File: src/rtl/pipeline_bus_ctrl_pkg.sv
// Shared definitions for the pipeline bus controller: FSM state type,
// bus-owner output encodings and the stolen-cycle counter limit.
package pipeline_bus_ctrl_pkg;

  typedef enum logic [1:0] {
    ST_FETCH = 2'd0,
    ST_DATA  = 2'd1,
    ST_FLUSH = 2'd2
  } bus_state_t;

  // Output triple driven for each bus owner.
  typedef struct packed {
    logic bus_request;
    logic fetch_suppress;
    logic mem_ack;
  } bus_owner_t;

  localparam bus_owner_t OWNER_FETCH = '{bus_request: 1'b0, fetch_suppress: 1'b0, mem_ack: 1'b0};
  localparam bus_owner_t OWNER_DATA  = '{bus_request: 1'b1, fetch_suppress: 1'b1, mem_ack: 1'b1};
  localparam bus_owner_t OWNER_FLUSH = '{bus_request: 1'b0, fetch_suppress: 1'b1, mem_ack: 1'b0};

  localparam logic [15:0] STATS_MAX = 16'hFFFF;

  // Map a state onto its output encoding; unknown states fall back to the
  // safe fetch encoding so (1,0) on bus_request/fetch_suppress never appears.
  function automatic bus_owner_t owner_of(input bus_state_t s);
    bus_owner_t o;
    case (s)
      ST_FETCH: o = OWNER_FETCH;
      ST_DATA:  o = OWNER_DATA;
      ST_FLUSH: o = OWNER_FLUSH;
      default:  o = OWNER_FETCH;
    endcase
    return o;
  endfunction

endpackage

File: src/rtl/pipeline_cycle_counter.sv
// Loadable down-counter used for both the flush length and the burst limit.
// o_last flags the final cycle of the loaded run (count of one or less, so a
// counter that is somehow at zero still lets its owner leave the state).
module pipeline_cycle_counter #(
  parameter int WIDTH = 4
) (
  input  logic             clk,
  input  logic             reset,
  input  logic             i_load,
  input  logic [WIDTH-1:0] i_load_val,
  input  logic             i_dec,
  input  logic             i_clr,
  output logic             o_last
);

  logic [WIDTH-1:0] r_count;

  // Count register: load beats clear beats decrement.
  always_ff @(posedge clk or posedge reset) begin
    if (reset) begin
      r_count <= {WIDTH{1'b0}};
    end else if (i_load) begin
      r_count <= i_load_val;
    end else if (i_clr) begin
      r_count <= {WIDTH{1'b0}};
    end else if (i_dec && (r_count != {WIDTH{1'b0}})) begin
      r_count <= r_count - {{(WIDTH-1){1'b0}}, 1'b1};
    end else begin
      r_count <= r_count;
    end
  end

  assign o_last = (r_count <= {{(WIDTH-1){1'b0}}, 1'b1});

endmodule

File: src/rtl/pipeline_bus_ctrl.sv
// Pipeline bus controller: arbitrates the shared memory bus between the
// instruction fetch stage and later data accesses, injects NOP cycles after
// taken branches and tracks the PC/RA role swap flag.
// Optional feature: define PIPELINE_BUS_STATS_EN to add the 16-bit saturating
// stolen_cycles output (counts DATA and FLUSH cycles).
module pipeline_bus_ctrl
  import pipeline_bus_ctrl_pkg::*;
#(
  parameter int FLUSH_CYCLES = 2,
  parameter int MAX_BURST    = 4
) (
  input  logic        clk,
  input  logic        reset,
  input  logic        mem_req,
  input  logic        flush,
  input  logic        pcra_swap,
  output logic        bus_request,
  output logic        fetch_suppress,
  output logic        mem_ack,
  output logic        flag_pcraflip
`ifdef PIPELINE_BUS_STATS_EN
  ,
  output logic [15:0] stolen_cycles
`endif
);

  localparam logic [2:0] FLUSH_LOAD = 3'(FLUSH_CYCLES);
  localparam logic [3:0] BURST_LOAD = 4'(MAX_BURST);

  bus_state_t r_state;
  bus_state_t w_next;
  bus_owner_t w_owner;

  logic r_bus_request;
  logic r_fetch_suppress;
  logic r_mem_ack;
  logic r_flag_pcraflip;

  logic w_flush_load, w_flush_dec, w_flush_clr, w_flush_last;
  logic w_burst_load, w_burst_dec, w_burst_clr, w_burst_last;

  // Flush counter: holds the NOP cycles remaining, including the current one.
  pipeline_cycle_counter #(.WIDTH(3)) u_flush_cnt (
    .clk        (clk),
    .reset      (reset),
    .i_load     (w_flush_load),
    .i_load_val (FLUSH_LOAD),
    .i_dec      (w_flush_dec),
    .i_clr      (w_flush_clr),
    .o_last     (w_flush_last)
  );

  // Burst counter: holds the data grants left in this burst, including the current one.
  pipeline_cycle_counter #(.WIDTH(4)) u_burst_cnt (
    .clk        (clk),
    .reset      (reset),
    .i_load     (w_burst_load),
    .i_load_val (BURST_LOAD),
    .i_dec      (w_burst_dec),
    .i_clr      (w_burst_clr),
    .o_last     (w_burst_last)
  );

  // Next-state selection: flush first, then an unfinished flush, then data requests.
  always_comb begin
    w_next = ST_FETCH;
    if (flush) begin
      w_next = ST_FLUSH;
    end else begin
      case (r_state)
        ST_FETCH: begin
          if (mem_req) w_next = ST_DATA;
          else         w_next = ST_FETCH;
        end
        ST_DATA: begin
          // The final grant of a burst always yields one cycle back to fetch.
          if (mem_req && !w_burst_last) w_next = ST_DATA;
          else                          w_next = ST_FETCH;
        end
        ST_FLUSH: begin
          if (!w_flush_last) w_next = ST_FLUSH;
          else if (mem_req)  w_next = ST_DATA;
          else               w_next = ST_FETCH;
        end
        default: w_next = ST_FETCH;
      endcase
    end
  end

  // A new flush always reloads; a burst loads only when DATA is freshly entered.
  assign w_flush_load = flush;
  assign w_flush_dec  = (r_state == ST_FLUSH) && (w_next == ST_FLUSH) && !flush;
  assign w_flush_clr  = (w_next != ST_FLUSH);
  assign w_burst_load = (w_next == ST_DATA) && (r_state != ST_DATA);
  assign w_burst_dec  = (w_next == ST_DATA) && (r_state == ST_DATA);
  assign w_burst_clr  = (w_next != ST_DATA);

  assign w_owner = owner_of(w_next);

  // State register.
  always_ff @(posedge clk or posedge reset) begin
    if (reset) r_state <= ST_FETCH;
    else       r_state <= w_next;
  end

  // Registered bus-owner outputs, taken from the state being entered.
  always_ff @(posedge clk or posedge reset) begin
    if (reset) begin
      r_bus_request    <= 1'b0;
      r_fetch_suppress <= 1'b0;
      r_mem_ack        <= 1'b0;
    end else begin
      r_bus_request    <= w_owner.bus_request;
      r_fetch_suppress <= w_owner.fetch_suppress;
      r_mem_ack        <= w_owner.mem_ack;
    end
  end

  // PC/RA role flag: flips after every swap pulse regardless of bus activity.
  always_ff @(posedge clk or posedge reset) begin
    if (reset) r_flag_pcraflip <= 1'b0;
    else       r_flag_pcraflip <= r_flag_pcraflip ^ pcra_swap;
  end

  assign bus_request    = r_bus_request;
  assign fetch_suppress = r_fetch_suppress;
  assign mem_ack        = r_mem_ack;
  assign flag_pcraflip  = r_flag_pcraflip;

`ifdef PIPELINE_BUS_STATS_EN
  logic [15:0] r_stolen_cycles;

  // Saturating count of cycles the fetch stage lost the bus (DATA or FLUSH).
  always_ff @(posedge clk or posedge reset) begin
    if (reset) begin
      r_stolen_cycles <= 16'h0000;
    end else if ((r_state != ST_FETCH) && (r_stolen_cycles != STATS_MAX)) begin
      r_stolen_cycles <= r_stolen_cycles + 16'h0001;
    end else begin
      r_stolen_cycles <= r_stolen_cycles;
    end
  end

  assign stolen_cycles = r_stolen_cycles;
`endif

endmodule

File: config.mk
export PLATFORM = sky130hd
export DESIGN_NAME = pipeline_bus_ctrl
export DESIGN_NICKNAME = d
export VERILOG_FILES = /design/src/rtl/pipeline_bus_ctrl_pkg.sv /design/src/rtl/pipeline_cycle_counter.sv /design/src/rtl/pipeline_bus_ctrl.sv
export SDC_FILE = /design/constraint.sdc
export NUM_CORES = 1
export LEC_CHECK = 0
export CELL_PAD_IN_SITES_DETAIL_PLACEMENT = 1
export CELL_PAD_IN_SITES_GLOBAL_PLACEMENT = 1
export CORE_MARGIN = 3
export CORE_UTILIZATION = 43
export CTS_BUF_LIST = sky130_fd_sc_hd__clkbuf_4 sky130_fd_sc_hd__clkbuf_8
export DETAILED_ROUTE_END_ITERATION = 12
export PLACE_DENSITY_LB_ADDON = 0.05
export SYNTH_ARGS = -nofsm -noshare
export SYNTH_HDL_FRONTEND = slang
export SYNTH_SLANG_ARGS = --single-unit
File: constraint.sdc
create_clock -name clk -period 2.4 [get_ports clk]
set_clock_uncertainty 0.05 [all_clocks]
set_input_delay 0.48 -clock clk [delete_from_list [all_inputs] [get_ports clk]]
set_output_delay 0.48 -clock clk [all_outputs]
set_load 0.05 [all_outputs]
Yosys cells after proc, flatten, opt, wreduce, memory -nomap -nowiden
Index checks and enable logic that the tools add are counted.
- register bits after elaboration: 13
- word-level logic and storage cells: 45
- bitwise operators: 1
- muxes and demuxes: 12
- magnitude comparators: 2
- reduce and logical (&&, ||, !) cells: 14
- eq/ne operators: 7
- add/subtract/negate cells: 2
- operator list (operator ; number):
    $mux W4 ; 3
    $mux W3 ; 3
    $reduce_bool A3 Y1 ; 3
    $logic_and A1 B1 Y1 ; 7
    $pmux W2 S3 ; 1
    $pmux W3 S2 ; 1
    $eq A2 B1 Y1 const B ; 2
    $eq A2 B2 Y1 const B ; 2
    $le A4 B1 Y1 const B ; 1
    $mux W2 ; 2
    $ne A2 B1 Y1 const B ; 2
    $reduce_bool A4 Y1 ; 1
    $sub A4 B1 Y4 const B ; 1
    $le A3 B1 Y1 const B ; 1
    $sub A3 B1 Y3 const B ; 1
    $logic_not A1 Y1 ; 2
    $logic_not A2 Y1 ; 1
    $mux W1 ; 2
    $ne A2 B2 Y1 const B ; 1
    $xor A1 B1 Y1 ; 1

Logic depth before layout (Yosys ltp)
- depth after elaboration: 13
- depth in mapped cells: 8

Hierarchy
Synthesis repeated with hierarchy kept, for this count alone.
- cells, all modules: 85
- area total of the unflattened synthesis: 815.8 µm²
- modules (own cells, without submodules) (module ; cells an instance ; sequential area each (µm²) ; times used ; area an instance (µm²)):
    pipeline_cycle_counter (u_burst_cnt) ; 32 ; 100.1 ; 1 ; 295.3
    pipeline_bus_ctrl ; 28 ; 125.1 ; 1 ; 270.3
    pipeline_cycle_counter (u_flush_cnt) ; 25 ; 75.1 ; 1 ; 250.2

Worst setup path after synthesis
OpenSTA, ideal clock, no wires.
- path type: register to register
- start: register u_burst_cnt.r_count[0]
- end: register u_burst_cnt.r_count[1]
- arrival: 1.547 ns
- setup slack: 0.709 ns
- data required time: 2.256 ns
- clock period less this slack: 1.691 ns
- library setup time: 0.094 ns
- cell stages (with the launch flop): 9
- path through: dfrtp_1 > inv_1 > ha_1 > nor2_1 > nor4_1 > a211oi_1 > ha_1 > nand3b_1 > a211oi_1
- cells in the longest elaborated chain, start to end: 10
- elaborated cells between the ends (all ways): 17
- ends and longest elaborated chain (item ; line ; source):
    start, declared ; pipeline_cycle_counter.sv:16 ; logic [WIDTH-1:0] r_count;
    start signal, assigned ; pipeline_cycle_counter.sv:21 ; r_count <= {WIDTH{1'b0}};
    start signal, assigned ; pipeline_cycle_counter.sv:23 ; r_count <= i_load_val;
    start signal, assigned ; pipeline_cycle_counter.sv:25 ; r_count <= {WIDTH{1'b0}};
    $le A4 B1 Y1 (*) ; pipeline_cycle_counter.sv:33 ; assign o_last = (r_count <= {{(WIDTH-1){1'b0}}, 1'b1});
    $logic_not A1 Y1 (*) ; pipeline_bus_ctrl.sv:77 ; if (mem_req && !w_burst_last) w_next = ST_DATA;
    $logic_and A1 B1 Y1 (*) ; pipeline_bus_ctrl.sv:77 ;
    $mux W1 (*) ; pipeline_bus_ctrl.sv:77 ;
    $pmux W2 S3 (*) ; pipeline_bus_ctrl.sv:70 ; case (r_state)
    $mux W2 (*) ; pipeline_bus_ctrl.sv:67 ; if (flush) begin
    net w_next[0] ; pipeline_bus_ctrl.sv:31 ; bus_state_t w_next;
    $eq A2 B1 Y1 ; pipeline_bus_ctrl.sv:94, pipeline_bus_ctrl.sv:95 ;
    $logic_and A1 B1 Y1 ; pipeline_bus_ctrl.sv:95 ; assign w_burst_dec = (w_next == ST_DATA) && (r_state == ST_DATA);
    $logic_and A1 B1 Y1 ; pipeline_cycle_counter.sv:26 ; end else if (i_dec && (r_count != {WIDTH{1'b0}})) begin
    $reduce_bool A3 Y1 (no line) ; -- ;
Mark *: on every way through the listed nets, which the timed path passes. The rest lies on a longest branch. The select of a mux whose other input is x is not followed.
A chain may end at the register's enable or synchronous reset.

Final worst setup path
- start: register r_flag_pcraflip, in the netlist flag_pcraflip
- end: output port flag_pcraflip
- RTL lines (item ; line ; source):
    start, declared ; pipeline_bus_ctrl.sv:37 ; logic r_flag_pcraflip;
    start signal, assigned ; pipeline_bus_ctrl.sv:122 ; else r_flag_pcraflip <= r_flag_pcraflip ^ pcra_swap;
    end, declared ; pipeline_bus_ctrl.sv:20 ; output logic flag_pcraflip
No word-level cell between the ends.

==> flow_metrics.py <==
metrics = {
    "run_status": {
        "status": "completed",
    },
    "die": {
        "fp.dieArea_um2": 2160,
        "fp.dieH_um": 46.5,
        "coreArea_um2": 1420,
        "pin_count": 9,
        "start_util_pct": 49.8,
        "rows": 13,
        "dieWidth_um": 46.5,
    },
    "drt": {
        "dr.pass1.iters": 4,
        "vias": 511,
        "drc": 0,
        "ant_nets": 0,
        "wl_per_cell_um": 15.0,
        "via_per_inst": 5.38,
        "route.final.wire_length_um": 1430,
        "first_iter_violations": 2,
    },
    "sta": {
        "hold_viol": 0,
        "rsz0062_at_grt": "false",
        "slew_headroom_pct": 66.5,
        "worst_pin_slew_ps": 501,
        "max_freq_ghz": 0.500,
        "finalMaxSlewViolations": 0,
        "finalSetupTns_ps": 0,
        "period_needed_ps": 2000,
        "whs_ps": 425,
        "period_share_pct": 83.4,
        "setup_viol": 0,
    },
    "synthesis": {
        "yosysUniqueCellTypes": 28,
        "ys_ff_latch": 12,
        "ys.flop_type": "dfrtp_1",
        "yosysSeqAreaShare_pct": 42.6,
        "synthCells": 69,
        "ys_warn_count": 0,
        "synth_top_area_cell": "dfrtp_1",
        "syn_nets": 83,
        "async_flop_share_pct": 100,
        "synth.avg_cell_area_um2": 10.2,
        "synth_area_leaders": "dfrtp_1, ha_1, inv_1",
        "syn-cell-area_um2": 704,
        "synth_top_area_share_pct": 42.6,
        "synth_edf_count": 0,
    },
    "clocking": {
        "insertion_delay_ps": 280,
        "clockBufferDepth": 2,
        "hold_buffers": 0,
        "cts-htree-levels": 1,
        "numCtsBuffers": 3,
        "clock_sinks": 12,
        "clk_pin_slew_ps": 80,
        "cts_resized": 0,
        "cts-root-buf": "clkbuf_4",
        "post_cts_buffers": 0,
        "cts_tree": "built",
    },
    "worst_setup_path": {
        "crit_fanout": 2,
        "crit_type": "flip-flop to output port",
        "cp_num_buf_inv": 1,
        "cp.required_ps": 1870,
        "critical_path.cell_chain": "clkdlybuf4s50_1",
        "cpPeakStageDelay_ps": 810,
        "crit_slowest_cell": "clkdlybuf4s50_1",
        "worstPathArrival_ps": 1470,
        "cp_top_family": "buffers and inverters",
        "end_kind": "output port",
        "cp-start-kind": "flip-flop",
    },
    "grt": {
        "antenna_found_initial": 0,
        "grt_pass1_wl_um": 2590,
        "grtUsageTotal_pct": 17.6,
        "grt_start_max_net_pins": 13,
        "grt_pass1_vias": 561,
        "grt_overflow": 0,
    },
    "hold_path": {
        "hp-class": "flip-flop to flip-flop",
    },
    "cells_and_area": {
        "drive_gt1_share_pct": 11.3,
        "final_nets": 95,
        "nFillCells": 170,
        "area_growth_syn_to_layout_pct": 18.1,
        "layout_commonest_cell": "dfrtp_1",
        "n_antenna_cell": 0,
        "stdcell_count": 95,
        "layout_common_cells": "dfrtp_1, ha_1, inv_1, clkdlybuf4s50_1, nor2_1",
    },
    "pwr": {
        "combPwrFrac_pct": 44.4,
        "cellPowerDensity_nw_per_um2": 1020,
        "p_sw_share_pct": 41.4,
        "p_int_mw": 0.497,
        "seqPwrFrac_pct": 35.6,
        "clock_power_share_pct": 20.1,
        "switching_power_mw": 0.351,
        "vdd_drop_max_v": 0.000577,
        "p_leak_nw": 0.384,
    },
    "place": {
        "post-dp-hpwl_um": 1100,
        "place_inst": 91,
        "port_buffers": 8,
        "gp_congestion": 0.779,
    },
    "flow_run": {
        "cap_violations": 0,
    },
}
## layout make-up
cell class / instances / area [um2] / area share (%)
Multi-Input combinational cell: 48 / 367 / 44.1
Clock buffer: 4 / 36.3 / 4.36
Timing Repair Buffer: 8 / 80.1 / 9.62
Tap cell: 15 / 18.8 / 2.26
Inverter: 8 / 30.0 / 3.61
Sequential cell: 12 / 300 / 36.1
## Yosys cell counts, drive strengths merged, types with 2 or more instances
cell type  count
a211oi         2
dfrtp         12
a21oi          3
ha             9
nand2b         3
nand3          2
inv            8
o21ai          3
nand3b         2
nor2b          3
nor2           6
## worst paths after layout
path,from,endpoint,slack (ps),depth (start not counted)
hold / removal,flag_pcraflip,flag_pcraflip,430,1
setup reg to reg,u_burst_cnt.r_count[0],u_burst_cnt.r_count[1],420,8
hold reg to reg,flag_pcraflip,flag_pcraflip,430,1
min in group asynchronous,reset,flag_pcraflip,450,2
setup / recovery,flag_pcraflip,flag_pcraflip,400,1
max in group asynchronous,reset,u_burst_cnt.r_count[2],1530,2
## stage by stage
| stage | utilization [%] | power [mW] | cell area (um2) | setup WS, ps |
|---|---|---|---|---|
| after global routing | 58.8 | 0.920 | 832 | 264 |
| after detailed placement | 56.2 | 0.686 | 796 | 113 |
| after floorplan | - | 0.572 | 704 | 709 |
| final | 58.8 | 0.848 | 832 | 399 |
| after global placement | 56.2 | 0.673 | 796 | 235 |
| after CTS | 58.8 | 0.857 | 832 | 385 |
## flip-flops by register name (all words and copies together) (netlist names)
register	cells
bus_request	1
u_flush_cnt.r_count	3
fetch_suppress	1
flag_pcraflip	1
u_burst_cnt.r_count	4
r_state	2
## power groups by stage
stage | sequential (mW) | combinational, mW | clock, mW
CTS | 0.302 | 0.384 | 0.171
finish | 0.302 | 0.376 | 0.170
floorplan | 0.357 | 0.216 | 0
detailed placement | 0.306 | 0.379 | 0
global placement | 0.303 | 0.370 | 0
global route | 0.309 | 0.426 | 0.185
## layer usage
layer	vias up	track usage, %	share of wire, %
met5	-	0	0
li1	254	-	-
met2	14	27.7	45
met4	0	6.82	0.70
met3	2	5.86	5.0
met1	241	21.9	49
## kinds of logic (layout without fill, tap and decap cells)
| group | Yosys count | after routing | synth area share [%] |
|---|---|---|---|
| xor gates and xnor gates | 2 | 2 | 2.49 |
| DFF | 12 | 12 | 42.6 |
| AOI/OAI and AO/OA | 13 | 13 | 13.0 |
| adders and majority gates | 9 | 9 | 16.0 |
| and+or+nand+nor | 23 | 23 | 19.2 |
| muxes | 1 | 1 | 1.42 |
| buffers and inverters | 9 | 20 | 5.33 |
Note: power is estimated with default switching activity, not from simulation.
